<file path="config.mk">
export PLATFORM = sky130hd
export DESIGN_NAME = rx_queue_arbiter
export DESIGN_NICKNAME = d
export VERILOG_FILES = /design/src/rtl/nf10_rx_pkg.sv /design/src/rtl/rr_pick.sv /design/src/rtl/rx_queue_arbiter.sv
export SDC_FILE = /design/constraint.sdc
export NUM_CORES = 1
export LEC_CHECK = 0
export BUFFER_PORTS_ARGS = -buffer_cell sky130_fd_sc_hd__clkbuf_2
export CAP_MARGIN = 0
export CORE_AREA = 2 2 251 253
export DETAILED_ROUTE_END_ITERATION = 6
export DIE_AREA = 0 0 253 255
export GPL_TIMING_DRIVEN = 0
export PLACE_DENSITY_LB_ADDON = 0.05
export SLEW_MARGIN = 20
export SYNTH_ARGS = -nofsm -noshare
export SYNTH_HDL_FRONTEND = slang
export SYNTH_SLANG_ARGS = --single-unit
</file>
<file path="constraint.sdc">
create_clock -name clk -period 2.4 [get_ports clk]
set_input_delay 0.24 -clock clk [delete_from_list [all_inputs] [get_ports clk]]
set_output_delay 0.24 -clock clk [all_outputs]
set_load 0.01 [all_outputs]
</file>
<file path="src/rtl/nf10_rx_pkg.sv">
// rtl/nf10_rx_pkg.sv - shared types and constants for the RX-side arbitration path
package nf10_rx_pkg;

  typedef enum logic {
    ST_IDLE = 1'b0,
    ST_PASS = 1'b1
  } state_t;

  localparam int AXI_DATA_WIDTH = 64;
  localparam int STRB_WIDTH     = 8;

  function automatic int clog2(input int n);
    int w;
    w = 0;
    while ((1 << w) < n) w++;
    return (w < 1) ? 1 : w;
  endfunction

endpackage

</file>
<file path="src/rtl/rr_pick.sv">
// rtl/rr_pick.sv - combinational rotating-priority picker starting just after last_ptr
module rr_pick #(
  parameter int NUM_PORTS = 4,
  parameter int PTR_WIDTH = 2
) (
  input  logic [NUM_PORTS-1:0] req,
  input  logic [PTR_WIDTH-1:0] last_ptr,
  output logic [PTR_WIDTH-1:0] gnt_idx,
  output logic                 gnt_valid
);

  function automatic logic [PTR_WIDTH-1:0] wrap_idx(input logic [PTR_WIDTH-1:0] base, input int k);
    return PTR_WIDTH'((int'(base) + k) % NUM_PORTS);
  endfunction

  // Scan from the farthest slot to the nearest so the nearest requester overwrites.
  always_comb begin
    gnt_idx   = '0;
    gnt_valid = 1'b0;
    for (int k = NUM_PORTS; k >= 1; k--) begin
      if (req[wrap_idx(last_ptr, k)]) begin
        gnt_idx   = wrap_idx(last_ptr, k);
        gnt_valid = 1'b1;
      end
    end
  end

endmodule

</file>
<file path="src/rtl/rx_queue_arbiter.sv">
// rtl/rx_queue_arbiter.sv - packet-granular round-robin merge of RX queue streams with per-port stats
module rx_queue_arbiter
  import nf10_rx_pkg::*;
#(
  parameter int NUM_PORTS  = 4,
  parameter int DATA_WIDTH = AXI_DATA_WIDTH,
  parameter int CNT_WIDTH  = 32,
  localparam int PW        = clog2(NUM_PORTS)
) (
  input  logic                            clk,
  input  logic                            resetn,
  input  logic [NUM_PORTS*DATA_WIDTH-1:0] s_tdata,
  input  logic [NUM_PORTS*STRB_WIDTH-1:0] s_tstrb,
  input  logic [NUM_PORTS-1:0]            s_tvalid,
  input  logic [NUM_PORTS-1:0]            s_tlast,
  output logic [NUM_PORTS-1:0]            s_tready,
  input  logic [NUM_PORTS-1:0]            s_err,
  output logic [DATA_WIDTH-1:0]           m_tdata,
  output logic [STRB_WIDTH-1:0]           m_tstrb,
  output logic                            m_tvalid,
  output logic                            m_tlast,
  input  logic                            m_tready,
  output logic [PW-1:0]                   m_tport,
  input  logic                            clr_cnt,
  output logic [NUM_PORTS*CNT_WIDTH-1:0]  pkt_cnt,
  output logic [NUM_PORTS*CNT_WIDTH-1:0]  err_cnt
);

  state_t        state, state_nxt;
  logic [PW-1:0] grant, last_ptr, pick_idx;
  logic          pick_valid, active, sel_valid, beat_last;

  rr_pick #(
    .NUM_PORTS (NUM_PORTS),
    .PTR_WIDTH (PW)
  ) u_pick (
    .req       (s_tvalid),
    .last_ptr  (last_ptr),
    .gnt_idx   (pick_idx),
    .gnt_valid (pick_valid)
  );

  // Gated by resetn so nothing is offered or accepted while reset is held.
  assign active    = resetn && (state == ST_PASS);
  assign m_tvalid  = active && sel_valid;
  assign m_tport   = grant;
  assign beat_last = m_tvalid && m_tready && m_tlast;

  always_comb begin
    m_tdata   = '0;
    m_tstrb   = '0;
    m_tlast   = 1'b0;
    sel_valid = 1'b0;
    s_tready  = '0;
    for (int i = 0; i < NUM_PORTS; i++) begin
      if (grant == PW'(i)) begin
        m_tdata     = s_tdata[i*DATA_WIDTH +: DATA_WIDTH];
        m_tstrb     = s_tstrb[i*STRB_WIDTH +: STRB_WIDTH];
        m_tlast     = s_tlast[i];
        sel_valid   = s_tvalid[i];
        s_tready[i] = active && m_tready;
      end
    end
  end

  always_comb begin
    state_nxt = state;
    case (state)
      ST_IDLE: if (pick_valid) state_nxt = ST_PASS;
      ST_PASS: if (beat_last)  state_nxt = ST_IDLE;
      default: state_nxt = ST_IDLE;
    endcase
  end

  always_ff @(posedge clk) begin
    if (!resetn) begin
      state    <= ST_IDLE;
      grant    <= '0;
      last_ptr <= PW'(NUM_PORTS - 1);
    end else begin
      state <= state_nxt;
      if (state == ST_IDLE && pick_valid) grant <= pick_idx;
      if (beat_last) last_ptr <= grant;
    end
  end

  // Saturating statistics; clr_cnt wins over a same-cycle increment.
  for (genvar i = 0; i < NUM_PORTS; i++) begin : gen_cnt
    logic [CNT_WIDTH-1:0] pkt_q, err_q;

    always_ff @(posedge clk) begin
      if (!resetn || clr_cnt) begin
        pkt_q <= '0;
        err_q <= '0;
      end else begin
        if (beat_last && grant == PW'(i) && pkt_q != '1) pkt_q <= pkt_q + 1'b1;
        if (s_err[i] && err_q != '1) err_q <= err_q + 1'b1;
      end
    end

    assign pkt_cnt[i*CNT_WIDTH +: CNT_WIDTH] = pkt_q;
    assign err_cnt[i*CNT_WIDTH +: CNT_WIDTH] = err_q;
  end

endmodule

</file>
== Yosys cells after proc, flatten, opt, wreduce, memory -nomap -nowiden ==
Cells that the tools add are included.
Storage, ports and cells
  bits in registers: 261
  bits of input ports: 304
  word-level logic and storage cells: 99
Cells by class
  add/sub/neg operators: 12
  magnitude comparators: 4
  equality and inequality tests: 11
  multiplexer cells: 39
  bitwise gates (word level): 1
  reductions and logical operators: 21
Operators with widths (number)
  adder 32 x 1 -> 32 bit, second input constant: 8
  two-way mux 64 bit: 4
  inequality test 32 bit, second input constant: 8
  two-way mux 8 bit: 4
  two-way mux 1 bit: 22
  logical AND 1 bit: 18
  < comparator 2 x 3 -> 1 bit, second input constant: 4
  binary-select mux 1 bit (select 2 bit): 4
  two-way mux 2 bit: 4
  adder 2 x 1 -> 2 bit, second input constant: 2
  adder 2 bit, second input constant: 2
  == test 2 bit, second input constant: 2
  == test 2 x 1 -> 1 bit, second input constant: 1
  zero test 2 bit: 1
  one-hot mux 1 bit (2 select lines): 1
  zero test 1 bit: 1
  logical OR 1 bit: 1
  NOT 1 bit: 1

== Depth between registers and ports, before layout ==
  word-level depth: 10
  depth in mapped cells: 9
  gate-level depth less buffers: 6

== Modules after synthesis ==
A second synthesis with hierarchy kept.
Second synthesis, totals
  cells, all modules: 1606
  area, all modules: 14196.1 um^2
By module, submodules not included
  rx_queue_arbiter: times used 1, cells each 1592, area each 14104.8 um^2, seq. area each 5225.0 um^2
  rr_pick: times used 1, cells each 14, area each 91.3 um^2, seq. area each 0.0 um^2

== Worst setup path after synthesis ==
OpenSTA, ideal clock, no wires.
  kind: register -> output
  from: reg grant[0] (netlist: m_tport[0])
  to: out m_tdata[38]
  arrival: 2.178 ns
  data required time: 2.160 ns
  setup slack: -0.018 ns
  stages on the path, launching flop included: 5
  path buffers: 3
  path through: dfxtp_1 clkbuf_1 buf_2 buf_1 mux4_2
On the way
  word-level cells in the longest chain between the ends: 5
  elaborated cells between the ends (all ways): 8
Ends and longest elaborated chain
  start: declaration: RTL line rx_queue_arbiter.sv:30  | logic [PW-1:0] grant, last_ptr, pick_idx;
  start signal: assignment: RTL line rx_queue_arbiter.sv:82  | if (state == ST_IDLE && pick_valid) grant <= pick_idx;
  zero test 2 bit: RTL line rx_queue_arbiter.sv:56  | if (grant == PW'(i)) begin
  two-way mux 64 bit (3 in series): RTL line rx_queue_arbiter.sv:56
  two-way mux 64 bit *: RTL line rx_queue_arbiter.sv:56
  end: declaration: RTL line rx_queue_arbiter.sv:18  | output logic [DATA_WIDTH-1:0] m_tdata,
Every way passes the cells marked *; elsewhere a longest branch is shown, timed or not.

== Final worst setup path ==
  from: reg grant[1] (netlist: m_tport[1])
  to: reg gen_cnt[1].pkt_q[29]
On the way
  word-level cells in the longest chain between the ends: 10
  elaborated cells between the ends (all ways): 17
Ends and longest elaborated chain
  zero test 2 bit: RTL line rx_queue_arbiter.sv:56
  two-way mux 1 bit (4 in series): RTL line rx_queue_arbiter.sv:56
  logical AND 1 bit: RTL line rx_queue_arbiter.sv:45  | assign m_tvalid = active && sel_valid;
  logical AND 1 bit (2 in series): RTL line rx_queue_arbiter.sv:47  | assign beat_last = m_tvalid && m_tready && m_tlast;
  logical AND 1 bit * (2 in series): RTL line rx_queue_arbiter.sv:96  | if (beat_last && grant == PW'(i) && pkt_q != '1) pkt_q <= pkt_q + 1'b1;
  end signal: assignment: RTL line rx_queue_arbiter.sv:96
  end: declaration: RTL line rx_queue_arbiter.sv:89  | logic [CNT_WIDTH-1:0] pkt_q, err_q;
Marked as above.
A chain may end at the register's enable or synchronous reset.

==> impl_metrics.py <==
metrics = {
    "synth": {
        "yosysTopAreaCellShare_pct": 35.0,
        "avgSynthCellArea_sq_um": 8.74,
        "synth_area_leaders": "dfxtp_1 (35%), mux4_2 (11%), a21oi_1 (4.6%)",
        "syn_inst": 1709,
        "ys_seq_area_share_pct": 35.0,
        "synth_cell_types": 56,
        "synth_top_area_cell": "dfxtp_1",
        "ys_async_sr_fraction_pct": 0,
        "yosys_warnings": 0,
        "synth-seq-cells": 261,
        "synth-edff-count": 0,
        "syn_nets": 2021,
        "ys.flop_type": "dfxtp_1",
        "syn_area_sq_um": 14900,
    },
    "flow_run": {
        "cap_violations": 0,
    },
    "sta": {
        "fin_skew_ps": 27.2,
        "fin_crit_ps": 2350,
        "drv_slew": 0,
        "rsz0062_at_grt": "yes",
        "fin_setup_tns_ps": 0,
        "tightest_slew_ps": 966,
        "finalHoldViolCount": 0,
        "fmax_ghz": 0.425,
        "whs_ps": 67.6,
        "setup_violations": 0,
        "slew_headroom_pct": 35.6,
        "finalCritPeriodShare_pct": 98.1,
    },
    "routing": {
        "drtIter0Drc": 1330,
        "num_vias": 17700,
        "drc": 0,
        "wl_per_cell_microns": 28.4,
        "ant_nets": 0,
        "finalWirelength_microns": 92600,
        "dr.pass1.iters": 5,
        "via_per_inst": 5.41,
    },
    "hold_path": {
        "holdPathEnd": "gen_cnt[1].err_q[2]",
        "min-delay-path-class": "in2reg",
        "worst_hold_path.num_cells": 4,
        "hp-start": "s_err[1]",
    },
    "setup_path": {
        "cp-start-kind": "register",
        "r2r-end": "gen_cnt[1].pkt_q[29]",
        "timing.rr.start": "m_tport[1]",
        "cp-end-kind": "register",
        "crit_fanout": 10,
        "timing_worst_setup_path_type": "reg2reg",
        "r2r_slack_ps": 50,
        "ff2ff_path_depth": 7,
        "required_ps": 2880,
        "arrival_ps": 2830,
    },
    "floorplanning": {
        "fp.dieW_microns": 253,
        "start_util_pct": 24.0,
        "io_pins": 640,
        "die_h_microns": 255,
        "rows": 92,
        "dieArea_sq_um": 64500,
        "core_area_sq_um": 62200,
    },
    "place": {
        "hpwl_microns": 75900,
        "gp_congestion": 0.935,
        "placed_area_sq_um": 19100,
        "port_buffers": 638,
    },
    "power_and_ir_drop": {
        "powerDensity_nw_per_um2": 530,
        "finalPower_mw": 11.2,
        "leakage_nw": 7.84,
        "vdd_ir_drop_max_mv": 0.422,
    },
    "clock_tree": {
        "cts_buffers": 37,
        "clk_latency_ps": 570,
        "cts_tree": "built",
        "htree_levels": 2,
        "cts_num_sinks": 261,
        "cts_hold_buf": 0,
        "clk_pin_slew_ps": 60,
        "root_buffer": "clkbuf_16",
        "clk_path_buf_depth": 3,
    },
    "global_routing": {
        "grt_pass1_vias": 16400,
        "grt_overflow": 0,
        "track_usage_pct": 27.3,
        "grt_pass1_wl_microns": 125000,
        "grt_max_degree": 11,
        "antenna_found_initial": 55,
    },
    "finish": {
        "fin_area_sq_um": 21200,
        "area_delta_synth_final_pct": 42.1,
        "nNetsFinal": 2726,
        "final_util_pct": 34.1,
        "drive_gt1_share_pct": 38.9,
    },
    "status": {
        "status": "completed",
    },
}
-- power breakdown --
part | switching [mW] | internal (mW)
Clock | 2.22 | 3.17
Combinational | 0.811 | 0.676
Sequential | 0.0170 | 4.34
Total | 3.05 | 8.19
-- worst max-delay path, stage by stage, from the launching register on --
cell	delay, ps
dfxtp_2	340
nand2b_4	150
or3_1	360
buf_6	150
or4_4	550
buf_6	180
or4_1	400
a21oi_1	140
-- synth_stat cells, types with 26 or more instances --
cell	count
dfxtp_1	261
xnor2_1	55
clkbuf_1	86
a21oi_1	137
or3_1	70
nand2b_1	26
mux4_2	74
nor4_1	44
nand3_1	89
nor2_1	111
o21ai_0	74
nand4_1	75
o31ai_1	67
or4_1	78
and4_1	35
nand2_1	152
-- per-stage QoR --
stage          worst slack (ps)  cells
4_1_cts                   -45.6   3217
5_1_grt                   -15.0   3254
2_1_floorplan             0.595   1709
3_5_place_dp              -1470   3146
3_3_place_gp              -1820   3146
6_report                   45.2   3262
-- flip-flops by register name (all words and copies together), names as in the netlist --
register and count:
gen_cnt.err_q 128, gen_cnt.pkt_q 128, last_ptr 2, m_tport 2, state 1
-- area by class of cell --
type	count	area, sq um
fill	6689	40900
multi-input combinational	1320	9520
sequential	261	5250
timing repair buffer	676	3530
clock buffer	55	1060
tap	799	1000
buffer	96	623
clock inverter	7	86.3
inverter	22	82.6
antenna	26	65.1
-- placed cells by master (no fill, tap or decap), drive strengths merged, types with 20 or more instances in the layout --
master / netlist / layout
a211oi: 20 / 20
a21oi: 137 / 137
and3: 22 / 22
and4: 35 / 35
buf: 20 / 56
clkbuf: 86 / 768
dfxtp: 261 / 261
diode: 0 / 26
inv: 22 / 23
mux2i: 24 / 24
mux4: 74 / 74
nand2: 152 / 152
nand2b: 26 / 26
nand3: 90 / 90
nand4: 75 / 75
nor2: 111 / 111
nor3: 24 / 24
nor4: 45 / 45
o211ai: 23 / 23
o21ai: 74 / 74
o31ai: 67 / 67
or3: 70 / 70
or4: 79 / 79
xnor2: 55 / 55
-- cell families after synthesis --
family / Yosys count / share of synthesized area, %
simple gates: 771 / 28.6
compound gates: 371 / 15.4
flops: 261 / 35.0
buf+inv: 128 / 3.36
mux: 98 / 12.8
xor+xnor: 72 / 4.22
fa+ha+maj: 8 / 0.670
-- layer usage --
metal	up-vias	part of all wire, %	GRT usage, %
met5	-	0.23	0
met4	32	6.3	16.1
met3	212	8.4	9.12
met2	722	46	43.3
met1	8614	39	32.2
li1	8081	-	-
-- how the worst max path moves through the flow --
stage,endpoint,startpoint,depth (start not counted),slack (ps)
4_1_cts,m_tdata[54],m_tport[0],5,-50
3_3_place_gp,gen_cnt[2].pkt_q[31],resetn,7,-1820
2_1_floorplan,gen_cnt[3].pkt_q[0],gen_cnt[3].pkt_q[0],8,0.6
5_1_grt,m_tdata[54],m_tport[0],5,-20
6_report,gen_cnt[1].pkt_q[29],m_tport[1],7,50
3_5_place_dp,gen_cnt[0].pkt_q[23],resetn,7,-1470
-- what timing repair did --
| action | 4_1_cts | 5_1_grt |
|---|---|---|
| setup buffers | 13 | 22 |
| gates cloned | 0 | 3 |
| setup endpoints to repair | 333 | 181 |
| hold endpoints to repair | 0 | 0 |
| pin swaps | 11 | 20 |
| gates resized for setup | 133 | 73 |
Note: power is estimated with default switching activity, not from simulation.
